==> src/rtl/rv_cpu_run_logger.sv <==
// Run controller for the RV CPU: programmable reset sequencer plus a timestamped
// change-capture FIFO on cpu_out. Define RV_LOG_STOP_ON_FULL_EN to freeze the CPU on the first dropped capture.
module rv_cpu_run_logger #(
    parameter int OUT_W       = 10,
    parameter int DEPTH       = 16,
    parameter int TS_W        = 16,
    parameter int PRE_CYCLES  = 5,
    parameter int HOLD_CYCLES = 25
) (
    input  logic                      clk,
    input  logic                      reset,
    input  logic                      start,
    input  logic [OUT_W-1:0]          cpu_out,
    output logic                      cpu_reset,
    input  logic                      rd_en,
    output logic [TS_W+OUT_W-1:0]     rd_data,
    output logic                      rd_valid,
    output logic                      empty,
    output logic                      full,
    output logic [$clog2(DEPTH):0]    count,
    output logic                      overflow,
    output logic [2:0]                state
);
    localparam int AW      = $clog2(DEPTH);
    localparam int CW      = AW + 1;
    localparam int DW      = TS_W + OUT_W;
    localparam int SEQ_MAX = (PRE_CYCLES > HOLD_CYCLES) ? PRE_CYCLES : HOLD_CYCLES;
    localparam int SEQ_W   = $clog2(SEQ_MAX + 1);

    typedef enum logic [2:0] {
        S_IDLE = 3'd0,
        S_PRE  = 3'd1,
        S_HOLD = 3'd2,
        S_RUN  = 3'd3,
        S_DONE = 3'd4
    } state_e;

    state_e              state_q, state_d;
    logic [SEQ_W-1:0]    seq_q, seq_d;
    logic [TS_W-1:0]     ts_q, ts_d;
    logic [OUT_W-1:0]    prev_q, prev_d;
    logic                cpu_reset_q;
    logic [AW-1:0]       wr_ptr_q, rd_ptr_q;
    logic [CW-1:0]       count_q, count_d;
    logic [DW-1:0]       rd_data_q;
    logic                rd_valid_q;
    logic                overflow_q;
    logic [DW-1:0]       mem_q [DEPTH];

    logic in_run, wr_req, wr_ok, rd_acc, drop;

    always_comb begin
        // NOTE: every always_comb output gets a default first so no path can infer a latch.
        state_d = state_q;
        seq_d   = seq_q;
        ts_d    = ts_q;
        prev_d  = prev_q;

        in_run = (state_q == S_RUN);
        // ts_q is only zero on the first RUN cycle, so it doubles as the forced-capture marker.
        wr_req = in_run && ((ts_q == '0) || (cpu_out != prev_q));
        rd_acc = rd_en && (count_q != '0);
        wr_ok  = wr_req && ((count_q != CW'(DEPTH)) || rd_acc);
        drop   = wr_req && !wr_ok;

        if (in_run) begin
            prev_d = cpu_out;
            if (ts_q != '1) ts_d = ts_q + TS_W'(1);
        end else begin
            ts_d = '0;
        end

        case (state_q)
            S_PRE: begin
                if (seq_q == SEQ_W'(PRE_CYCLES - 1)) begin
                    state_d = S_HOLD;
                    seq_d   = '0;
                end else begin
                    seq_d = seq_q + SEQ_W'(1);
                end
            end
            S_HOLD: begin
                if (seq_q == SEQ_W'(HOLD_CYCLES - 1)) begin
                    state_d = S_RUN;
                    seq_d   = '0;
                end else begin
                    seq_d = seq_q + SEQ_W'(1);
                end
            end
            S_RUN: begin
`ifdef RV_LOG_STOP_ON_FULL_EN
                if (drop) state_d = S_DONE;
`endif
            end
            S_IDLE, S_DONE: ;
            default: state_d = S_IDLE;
        endcase

        // Start relaunches from any state; the FIFO and overflow flag are left alone.
        if (start) begin
            state_d = S_PRE;
            seq_d   = '0;
            ts_d    = '0;
            prev_d  = '0;
        end

        case ({wr_ok, rd_acc})
            2'b10:   count_d = count_q + CW'(1);
            2'b01:   count_d = count_q - CW'(1);
            default: count_d = count_q;
        endcase
    end

    // NOTE: state registers use non-blocking assignments so every flop samples pre-edge values.
    always_ff @(posedge clk) begin
        if (!reset) begin
            state_q     <= S_IDLE;
            seq_q       <= '0;
            ts_q        <= '0;
            prev_q      <= '0;
            cpu_reset_q <= 1'b0;
            wr_ptr_q    <= '0;
            rd_ptr_q    <= '0;
            count_q     <= '0;
            rd_data_q   <= '0;
            rd_valid_q  <= 1'b0;
            overflow_q  <= 1'b0;
        end else begin
            state_q     <= state_d;
            seq_q       <= seq_d;
            ts_q        <= ts_d;
            prev_q      <= prev_d;
            cpu_reset_q <= (state_d == S_HOLD) || (state_d == S_DONE);
            count_q     <= count_d;
            rd_valid_q  <= rd_acc;
            if (rd_acc) begin
                rd_data_q <= mem_q[rd_ptr_q];
                rd_ptr_q  <= rd_ptr_q + AW'(1);
            end
            if (wr_ok) wr_ptr_q <= wr_ptr_q + AW'(1);
            if (drop) overflow_q <= 1'b1;
        end
    end

    // NOTE: storage is not reset; occupancy is tracked by count_q, so stale contents are never read.
    always_ff @(posedge clk) begin
        if (reset && wr_ok) mem_q[wr_ptr_q] <= {ts_q, cpu_out};
    end

    assign cpu_reset = cpu_reset_q;
    assign rd_data   = rd_data_q;
    assign rd_valid  = rd_valid_q;
    assign count     = count_q;
    assign empty     = (count_q == '0);
    assign full      = (count_q == CW'(DEPTH));
    assign overflow  = overflow_q;
    assign state     = state_q;
endmodule
==> config.mk <==
export PLATFORM = sky130hd
export DESIGN_NAME = rv_cpu_run_logger
export DESIGN_NICKNAME = d
export VERILOG_FILES = /design/src/rtl/rv_cpu_run_logger.sv
export SDC_FILE = /design/constraint.sdc
export NUM_CORES = 1
export LEC_CHECK = 0
export BUFFER_PORTS_ARGS = -buffer_cell sky130_fd_sc_hd__buf_2
export CAP_MARGIN = 20
export CELL_PAD_IN_SITES_DETAIL_PLACEMENT = 1
export CELL_PAD_IN_SITES_GLOBAL_PLACEMENT = 1
export CORE_ASPECT_RATIO = 0.75
export CORE_UTILIZATION = 40
export CTS_BUF_LIST = sky130_fd_sc_hd__clkbuf_8
export DETAILED_ROUTE_END_ITERATION = 16
export PLACE_DENSITY = 0.66
export SYNTH_ARGS = -nofsm -noshare
export SYNTH_HDL_FRONTEND = slang
export SYNTH_SLANG_ARGS = --single-unit
==> constraint.sdc <==
create_clock -name clk -period 7.1 [get_ports clk]
set_clock_uncertainty 0.05 [all_clocks]
set_input_delay 1.065 -clock clk [delete_from_list [all_inputs] [get_ports clk]]
set_output_delay 1.065 -clock clk [all_outputs]
set_load 0.02 [all_outputs]
==> key figures, run 1 <==
Run status
  • Status: finished clean

Global routing
  • Largest net degree at the start of global routing: between 60 and 70
  • Vias in the first global route: between 10000 and 15000
  • GR Util met3: ~3.5%
  • Initial antenna violation count: 0
  • GRT busiest layer: met2
  • Global routing usage on met2: between 20% and 30%
  • Gr ovfl total: 0
  • First-pass GRT wire length: 66600 um
  • Met1 Use GR: 27.5%
  • Global-route usage over all layers: around a fifth

Critical path
  • Setup crit end kind: flop
  • Critical Path End: mem_q[7][15]
  • Crit path launch: ts_q[8]
  • Critical Path Slowest Stage Cell: nor3_2
  • Max stage delay on crit path: about 0.84 ns
  • Cells along the critical path: nor4_1, nand4_1, nand4_1, nand3_1, nor3_2, buf_4
  • Cell with the most instances on the worst path: nand4_1
  • Req. time, crit path: 7.32 ns
  • R2R Path Start: ts_q[8]
  • Crit Path Max Fanout: 21
  • Reg2reg end: mem_q[7][15]
  • CP Class: flop to flop
  • Reg2reg setup slack: 2.92 ns
  • R2r worst-path depth: 6
  • Startpoint Class: flop
  • CP Data Arrival Time: 4.40 ns

Synth
  • Yosys top cell area share: 65.0%
  • Flops & latches, synth: roughly 490
  • Sequential share of the synthesized area: 72.9%
  • Mapped Area: roughly 19000 um^2
  • Yosys Warn Count: 0
  • Syn Inst Count: about 1000
  • EDFF count, synth: 416
  • Netlist cell types: 45
  • Synth Net Count: between 1000 and 1500
  • Synth async-reset ratio: 0%
  • Synth area leader: edfxtp_1
  • Synthesized area per cell: about 19 um^2
  • Ys flop type: edfxtp_1
  • Synth area leaders: edfxtp_1 65%, mux4_2 15%, dfxtp_1 7.9%, nand2_1 1.9%, a21boi_1 1.1%

Layout
  • Area grow syn2layout: 12.6%
  • Design area: about 22000 um^2
  • Final Util: a little under half
  • Layout cells sized above 1: ~28%
  • FILL cells: 4506
  • Multi-input gate area: approximately 4900 um^2
  • Layout net count: approximately 1100
  • Finished Layout Cells: between 1500 and 2000
  • Seq. cell area: 14000 um^2

Clock tree
  • Clock edge transition at the registers on the reported setup and hold paths: 0.06 ns
  • CTS buffer count: a little under 80
  • Clock Path Buffers: 3
  • Root Buffer: clkbuf_8
  • Clock sink count: just under 500
  • Post-cts sizing count: 0
  • Later-pin clock latency in the skew report: a little over 0.6 ns
  • H-tree Lvls: 3
  • Setup bufs post-CTS: 0
  • CTS tree: yes
  • Hold Buf Count CTS: 0

Flow run
  • Max-Cap Viols: 0

STA
  • Final period util: around three fifths
  • Fin. Hold Viols: 0
  • Slew of the pin with the lowest slew margin: 1.08 ns
  • RSZ-0062 raised after global routing: no
  • Rel. slew slack: 27.7%
  • Final worst path period need: roughly 4.2 ns
  • Fmax achieved: ~240 MHz
  • Max Transition Viols Final: 0
  • TNS Setup: 0 ns
  • Final setup fails: 0

Floorplanning
  • IO Pins: 53
  • DIE WIDTH: 255 um
  • Die Height: about 190 um
  • Die area: 49000 um^2
  • Initial core utilization: 40.6%
  • Row count: 69
  • Core area: 47400 um^2

Route
  • DRC: 0
  • ANT nets after route: 0
  • Wirelength per Cell: 24.7 um
  • Vias per cell: approximately 5.4
  • WL final: about 45000 um
  • Iter 0 DRT Violations: around 730
  • DR vias: between 9000 and 10000
  • Total iterations of the first detailed-routing run: 4

Placement
  • Placer Congestion: just over 0.7
  • Number of port buffers: 52
  • DP Cell Count: around 1700
  • Dpl hpwl: ~24000 um
  • Placed Area: 20200 um^2

Pwr
  • Pwr Density: 268 nW/um^2
  • Worst VDD drop: between 0.1 and 0.15 mV
  • P_leak: just over 0.007 uW

Worst hold path
  • Worst min-delay path category: flop to flop
  • Hold path start: rd_data[14]
==> where the power goes <==
group	internal [uW]	total, uW	switching, uW
registers	3110	3140	28.8
clock network	1220	2340	1110
logic	156	336	180
==> layer usage <==
| metal | wire length [um] | vias up |
|---|---|---|
| li1 | - | 4222 |
| met1 | 21500 | 5255 |
| met2 | 20600 | 208 |
| met3 | 1790 | 63 |
| met4 | 704 | 0 |
| met5 | 0 | - |
==> kinds of logic (layout without fill, tap and decap cells) <==
group	count (synthesis)	after routing	synth area share, %
compound gates	62	62	2.21
xor+xnor	35	35	1.59
fa+ha+maj	13	13	0.885
buf+inv	64	220	1.78
flops	492	492	72.9
mux	136	136	15.6
other cells	0	1	0
simple gates	209	209	5.10
==> worst min-delay path by stage <==
stage / end / depth (start not counted)
final: rd_data[14] / 2
after global placement: overflow / 1
after global routing: rd_data[14] / 2
after detailed placement: rd_data[14] / 2
after CTS: rd_data[14] / 2
after floorplan: prev_q[0] / 2
==> through the flow <==
step / hold slack (ns) / setup slack, ns / total power (uW)
floorplan: 0.398 / 3.12 / 3460
global placement: 0.392 / 2.76 / 3540
detailed placement: 0.398 / 2.67 / 3550
CTS: 0.408 / 2.87 / 5890
global route: 0.433 / 2.75 / 6020
finish: 0.403 / 2.92 / 5820
==> synthesized netlist by cell type, types with 3 or more instances <==
cell	count
mux2i_1	6
nor3_1	9
nor4_1	5
inv_1	14
and3_1	20
buf_2	17
nor2_1	33
nand2_1	95
a31oi_1	3
clkbuf_1	26
xnor2_1	14
nand2b_1	3
edfxtp_1	416
mux4_2	129
nand4_1	9
dfxtp_1	76
nor2b_1	10
and2_1	8
nand3_1	8
xor2_1	21
a21oi_1	19
ha_1	12
buf_12	4
a21boi_1	27
==> flip-flops by register name (all words and copies together), names as in the netlist <==
name and flops:
wr_ptr_q 4, overflow 1, rd_valid 1, seq_q 5, count 5, prev_q 10
cpu_reset 1, state 3, rd_data 26, ts_q 16, mem_q 416, rd_ptr_q 4
==> layout make-up <==
class,instances,share of cell area (%)
sequential,492,64.7
multi-input combinational,455,22.7
clock buffer,86,5.46
tap,639,3.69
timing repair buffer,66,1.69
clock inverter,54,1.42
inverter,14,0.243
antenna,1,0.0116
==> cells in the final DEF, fill, tap and decap left out, types with 9 or more instances in the layout <==
cell	n
a21boi_1	27
a21oi_1	19
and3_2	13
buf_2	52
buf_4	14
clkbuf_8	86
clkinv_2	15
dfxtp_1	72
edfxtp_1	416
ha_1	12
inv_1	42
mux4_2	129
nand2_1	95
nand4_1	9
nor2_1	33
xnor2_1	14
xor2_1	21
==> worst max-delay path: cells and delay by family, from the launching register on <==
kind,cells,cell delay [ns]
buffers and inverters,1,0.50
and+or+nand+nor,5,2.74
DFF,1,0.52
Power figures use the tool's default switching activity.
==> run 2, diff against run 1 <==
==> constraint.sdc (replaced) <==
create_clock -name clk -period 3.89 [get_ports clk]
set_clock_uncertainty 0.05 [all_clocks]
set_input_delay 0.5835 -clock clk [delete_from_list [all_inputs] [get_ports clk]]
set_output_delay 0.5835 -clock clk [all_outputs]
set_load 0.02 [all_outputs]
==> key figures, run 2 (same netlist as run 1, synthesis figures left out) <==
Run status
  • Status: finished clean

Layout
  • Layout cells sized above 1: 29.3% (+1.2 points)
  • Final Util: 46.4% (+0.67 points)
  • Finished Layout Cells: 1839 (+1.8%)
  • Most frequent cells in the layout: 416 x edfxtp_1, 129 x mux4_2, 95 x nand2_1
  • Number of flip-flops in the largest register: 416 (unchanged)
  • Commonest non-fill, non-tap cell in the layout: edfxtp_1
  • Area grow syn2layout: 14.3%
  • Layout net count: 1165 (+2.8%)
  • # diodes: 0 (-1)
  • Largest Register: mem_q

Critical path
  • Startpoint Class: flop
  • CP Class: flop to flop
  • Crit Path Max Fanout: 26 (+24%)
  • Crit path launch: ts_q[1]
  • R2R Path Start: ts_q[1]
  • Reg2reg end: mem_q[14][7]
  • Critical Path End: mem_q[14][7]
  • CP Data Arrival Time: 3.78 ns (-0.62 ns)
  • Reg2reg setup slack: 0.29 ns (-2.63 ns)
  • R2r worst-path depth: 7 (+1)
  • Req. time, crit path: 4.07 ns (-3.25 ns)
  • Setup crit end kind: flop

Floorplanning
  • Row count: 69 (unchanged)
  • Die area: 49000 um^2 (unchanged)
  • Core area: 47400 um^2 (unchanged)
  • Die Height: 192 um (unchanged)
  • IO Pins: 53 (unchanged)
  • DIE WIDTH: 255 um (unchanged)
  • Initial core utilization: 40.6% (unchanged)

Route
  • DR vias: 9827 (+0.81%)
  • Wirelength per Cell: 25.0 um (+1.4%)
  • DRC: 0 (unchanged)
  • WL final: 46000 um (+3.2%)
  • Iter 0 DRT Violations: 884 (+21%)
  • Total iterations of the first detailed-routing run: 5 (+1)
  • Vias per cell: 5.34 (-0.94%)
  • ANT nets after route: 0 (unchanged)

Flow run
  • Max-Cap Viols: 0 (unchanged)

Global routing
  • Vias in the first global route: 10500 (+1.5%)
  • Global-route usage over all layers: 19.6% (+0.68 points)
  • Gr ovfl total: 0 (unchanged)
  • First-pass GRT wire length: 68800 um (+3.4%)
  • Largest net degree at the start of global routing: 42 (-36%)
  • Initial antenna violation count: 0 (unchanged)

Pwr
  • Psw: 2440 uW (+85%)
  • Pwr Density: 476 nW/um^2 (+77%)
  • Internal: 8010 uW (+78%)
  • Worst VDD drop: 0.249 mV (+100%)
  • P_leak: 0.00755 uW (+6.4%)
  • Clock Power Share: 38.8% (-1.4 points)
  • Sequential share of power: 54.8% (+0.8 points)
  • Sw frac: 23.4% (+0.63 points)
  • Combinational power share: 6.5% (+0.7 points)

STA
  • Final worst path period need: 3.60 ns (-0.577 ns)
  • Smallest hold slack: 0.160 ns (-0.243 ns)
  • Fin. Hold Viols: 0 (unchanged)
  • TNS Setup: 0 ns (unchanged)
  • Final period util: 92.5% (+34 points)
  • Fmax achieved: 278 MHz (+16%)
  • Slew of the pin with the lowest slew margin: 1.09 ns (+0.0104 ns)
  • RSZ-0062 raised after global routing: no
  • Rel. slew slack: 27.1% (-0.54 points)
  • Post-route worst setup slack: 0.291 ns (-2.63 ns)
  • Max Transition Viols Final: 0 (unchanged)
  • Final setup fails: 0 (unchanged)

Clock tree
  • Setup bufs post-CTS: 0 (unchanged)
  • Root Buffer: clkbuf_8
  • Clock edge transition at the registers on the reported setup and hold paths: 0.06 ns (about the same)
  • CTS tree: yes
  • CTS buffer count: 76 (-1.3%)
  • Later-pin clock latency in the skew report: 0.65 ns (+0.03 ns)
  • Post-cts sizing count: 0 (unchanged)
  • Clock sink count: 492 (unchanged)
  • H-tree Lvls: 3 (unchanged)
  • Hold Buf Count CTS: 0 (unchanged)
  • Clock Path Buffers: 3 (unchanged)

Placement
  • DP Cell Count: 1698 (+1.9%)
  • Placer Congestion: 0.722 (+2.0%)
  • Dpl hpwl: 26400 um (+9.0%)
  • Number of port buffers: 52 (unchanged)
  • Pre-CTS setup slack: 0.156 ns (-2.52 ns)

Worst hold path
  • Worst min-delay path category: input pin to flop
==> run 2: final cells by class <==
type                    count  area, um^2
well taps                 639         800
flip-flops and latches    492       14000
clock inverters            57         289
repair buffers             99         746
clock buffers              83        1140
multi-input cells         455        4930
inverters                  14        52.6
fillers                  4485       25400
==> run 2: worst min path at each step <==
stage | start | end | slack (ns) | cells after the start
after global placement | rd_data[5] | rd_data[5] | 0.39 | 2
after detailed placement | rd_data[14] | rd_data[14] | 0.40 | 2
after CTS | start | state[0] | 0.11 | 3
after floorplan | prev_q[0] | prev_q[0] | 0.40 | 2
after global routing | start | state[0] | 0.15 | 3
final | start | state[0] | 0.16 | 3
==> run 2: critical path: stages (launching register included) <==
cell and delay (ns):
dfxtp_1 0.31, inv_1 0.07, ha_1 0.13, nor4b_1 0.30
nand4_1 0.30, and4_1 0.31, nor2_1 0.67, and3_2 1.06
==> run 2: through the flow <==
stage | cell area (um^2) | power (uW)
after floorplan | 19200 | 6340
after global placement | 20500 | 6530
final | 22000 | 10500
after detailed placement | 20500 | 6530
after global routing | 22000 | 10800
after CTS | 22000 | 10600
==> run 2: power groups by stage <==
stage	clock, uW	combinational, uW	sequential (uW)
after floorplan	0	511	5830
after global placement	0	687	5840
after detailed placement	0	690	5840
after CTS	4170	693	5730
after global routing	4380	733	5730
final	4050	675	5730
==> run 2: routing by layer <==
layer	share of wire, %	GRT usage [%]
met1	48	28.8
met2	46	29.5
met3	4.9	4.28
met4	1.5	4.81
met5	0	0
==> run 3, diff against run 2 <==
--- a/config.mk
+++ b/config.mk
@@ -8,12 +8,12 @@
 export BUFFER_PORTS_ARGS = -buffer_cell sky130_fd_sc_hd__buf_2
 export CAP_MARGIN = 20
 export CELL_PAD_IN_SITES_DETAIL_PLACEMENT = 1
-export CELL_PAD_IN_SITES_GLOBAL_PLACEMENT = 1
+export CELL_PAD_IN_SITES_GLOBAL_PLACEMENT = 2
 export CORE_ASPECT_RATIO = 0.75
 export CORE_UTILIZATION = 40
 export CTS_BUF_LIST = sky130_fd_sc_hd__clkbuf_8
 export DETAILED_ROUTE_END_ITERATION = 16
-export PLACE_DENSITY = 0.66
+export PLACE_DENSITY = 0.72
 export SYNTH_ARGS = -nofsm -noshare
 export SYNTH_HDL_FRONTEND = slang
 export SYNTH_SLANG_ARGS = --single-unit
==> key figures, run 3 (same netlist as run 1, synthesis figures left out) <==
Route
  • ANT nets after route: 0 (unchanged)
  • Wirelength per Cell: 24.8 um (-0.81%)
  • DRC: 0 (unchanged)
  • DR vias: 9894 (+0.68%)
  • Total iterations of the first detailed-routing run: 4 (-1)
  • Iter 0 DRT Violations: 838 (-5.2%)
  • Vias per cell: 5.36 (+0.35%)
  • WL final: 45800 um (-0.49%)

Layout
  • # diodes: 0 (unchanged)
  • Number of flip-flops in the largest register: 416 (unchanged)
  • Design area: 22000 um^2 (+0.22%)
  • FILL cells: 4431 (-1.2%)
  • Area grow syn2layout: 14.5%
  • Largest Register: mem_q
  • Finished Layout Cells: 1845 (+0.33%)
  • Layout cells sized above 1: 29.5% (+0.27 points)
  • Most frequent cells in the layout: 416 x edfxtp_1, 129 x mux4_2, 95 x nand2_1
  • Commonest non-fill, non-tap cell in the layout: edfxtp_1
  • Layout net count: 1170 (+0.43%)

Worst hold path
  • Hold path start: start
  • Hold Path Depth: 3 (unchanged)
  • Hold endpoint: state[0]
  • Worst min-delay path category: input pin to flop

Global routing
  • GRT busiest layer: met2
  • Largest net degree at the start of global routing: 44 (+4.8%)
  • Initial antenna violation count: 0 (unchanged)
  • First-pass GRT wire length: 67500 um (-1.9%)
  • Global-route usage over all layers: 19.4% (-0.18 points)
  • Gr ovfl total: 0 (unchanged)
  • Met1 Use GR: 28.4% (-0.41 points)
  • GR Util met3: 3.98% (-0.30 points)
  • Global routing usage on met2: 29.5% (-0.031 points)
  • Vias in the first global route: 10300 (-1.8%)

Floorplanning
  • DIE WIDTH: 255 um (unchanged)
  • IO Pins: 53 (unchanged)
  • Initial core utilization: 40.6% (unchanged)
  • Core area: 47400 um^2 (unchanged)
  • Die Height: 192 um (unchanged)
  • Die area: 49000 um^2 (unchanged)
  • Row count: 69 (unchanged)

Placement
  • Number of port buffers: 52 (unchanged)
  • DP Cell Count: 1704 (+0.35%)
  • Dpl hpwl: 26300 um (-0.23%)
  • Placed Area: 20600 um^2 (+0.46%)
  • Placer Congestion: 0.730 (+1.1%)

Clock tree
  • Clock edge transition at the registers on the reported setup and hold paths: 0.06 ns (about the same)
  • Post-cts sizing count: 0 (unchanged)
  • Hold Buf Count CTS: 0 (unchanged)
  • CTS tree: yes
  • Later-pin clock latency in the skew report: 0.63 ns (-0.02 ns)
  • CTS buffer count: 76 (unchanged)
  • Root Buffer: clkbuf_8
  • Clock Path Buffers: 3 (unchanged)
  • Setup bufs post-CTS: 0 (unchanged)
  • Clock sink count: 492 (unchanged)
  • H-tree Lvls: 3 (unchanged)

Critical path
  • CP Class: flop to flop
  • Reg2reg end: mem_q[10][8]
  • Crit Path Max Fanout: 26 (unchanged)
  • Critical Path Slowest Stage Cell: and3_2
  • R2R Path Start: ts_q[0]
  • Reg2reg setup slack: 0.44 ns (+0.15 ns)
  • Bufs and invs on worst path: 1 (unchanged)
  • Setup crit end kind: flop
  • CP top delay family: simple AND/OR/NAND/NOR gates
  • Cells along the critical path: inv_1, ha_1, nor4b_1, nand4_1, and4_1, nor2_1, and3_2
  • Req. time, crit path: 4.08 ns (about the same)
  • Startpoint Class: flop
  • R2r worst-path depth: 7 (unchanged)
  • Max stage delay on crit path: 0.96 ns (-0.10 ns)
  • CP Data Arrival Time: 3.64 ns (-0.14 ns)

STA
  • Fin. Hold Viols: 0 (unchanged)
  • Rel. slew slack: 23.9% (-3.2 points)
  • Fmax achieved: 290 MHz (+4.3%)
  • Final period util: 88.7% (-3.8 points)
  • RSZ-0062 raised after global routing: no
  • Slew of the pin with the lowest slew margin: 1.14 ns (+0.0458 ns)
  • Max Transition Viols Final: 0 (unchanged)
  • Smallest hold slack: 0.181 ns (+0.0209 ns)
  • Final worst path period need: 3.45 ns (-0.149 ns)
  • Final setup fails: 0 (unchanged)
  • TNS Setup: 0 ns (unchanged)

Pwr
  • P_leak: 0.00759 uW (+0.52%)
  • Pwr Density: 473 nW/um^2 (-0.50%)
  • Worst VDD drop: 0.245 mV (-1.3%)

Run status
  • Status: finished clean

Flow run
  • Max-Cap Viols: 0 (unchanged)
==> run 3: changes by cell type in the layout (fill, tap and decap cells not counted) <==
cell | previous run | this run
clkinvlp_4 | 1 | 4
inv_6 | 1 | 0
buf_12 | 9 | 13
clkbuf_8 | 83 | 85
buf_4 | 37 | 39
clkinv_1 | 16 | 11
clkinv_8 | 4 | 0
inv_1 | 41 | 47
buf_16 | 1 | 0
==> run 3: how the worst max path moves through the flow <==
stage | slack [ns] | cells after the start | start | to
3_3_place_gp | 0.13 | 14 | cpu_out[6] | count[4]
4_1_cts | 0.42 | 7 | ts_q[0] | mem_q[10][15]
3_5_place_dp | 0.13 | 7 | cpu_out[6] | mem_q[10][8]
5_1_grt | 0.22 | 7 | ts_q[1] | mem_q[10][15]
2_1_floorplan | 0.21 | 7 | ts_q[0] | mem_q[11][0]
6_report | 0.44 | 7 | ts_q[0] | mem_q[10][8]
==> run 3: where the power goes <==
group | internal [uW] | leakage [uW] | switching (uW)
clock network | 2010 | 0.000838 | 2000
logic | 333 | 0.00197 | 352
registers | 5680 | 0.00479 | 39.9
total | 8030 | 0.00759 | 2400
==> run 3: area by class of cell <==
cell class	count	area (um^2)	area share, %
clock buffers	85	1170	5.31
clock inverters	56	241	1.10
inverters	14	52.6	0.239
multi-input cells	455	4930	22.4
flip-flops and latches	492	14000	63.7
well taps	639	800	3.63
repair buffers	104	813	3.69
==> run 3: worst reg2reg max path: cells and delay by family, from the launching register on <==
family | cells | cell delay (ns)
buffers and inverters | 1 | 0.06
AND/OR/NAND/NOR | 5 | 2.50
flip-flops | 1 | 0.32
adder cells (fa/ha/maj) | 1 | 0.13
==> run 3: per-stage QoR <==
step	utilization (%)	worst slack [ns]	power, uW
after detailed placement	43.5	0.128	6530
after global placement	43.5	0.135	6530
after floorplan	-	0.214	6340
after CTS	46.5	0.425	10500
final	46.5	0.440	10400
after global routing	46.5	0.223	10800
==> run 3: routing by layer <==
metal / wire length (um) / vias to the layer above
met5: 0 / -
met4: 729 / 0
met3: 2560 / 62
met2: 21100 / 280
met1: 21300 / 5257
li1: - / 4295
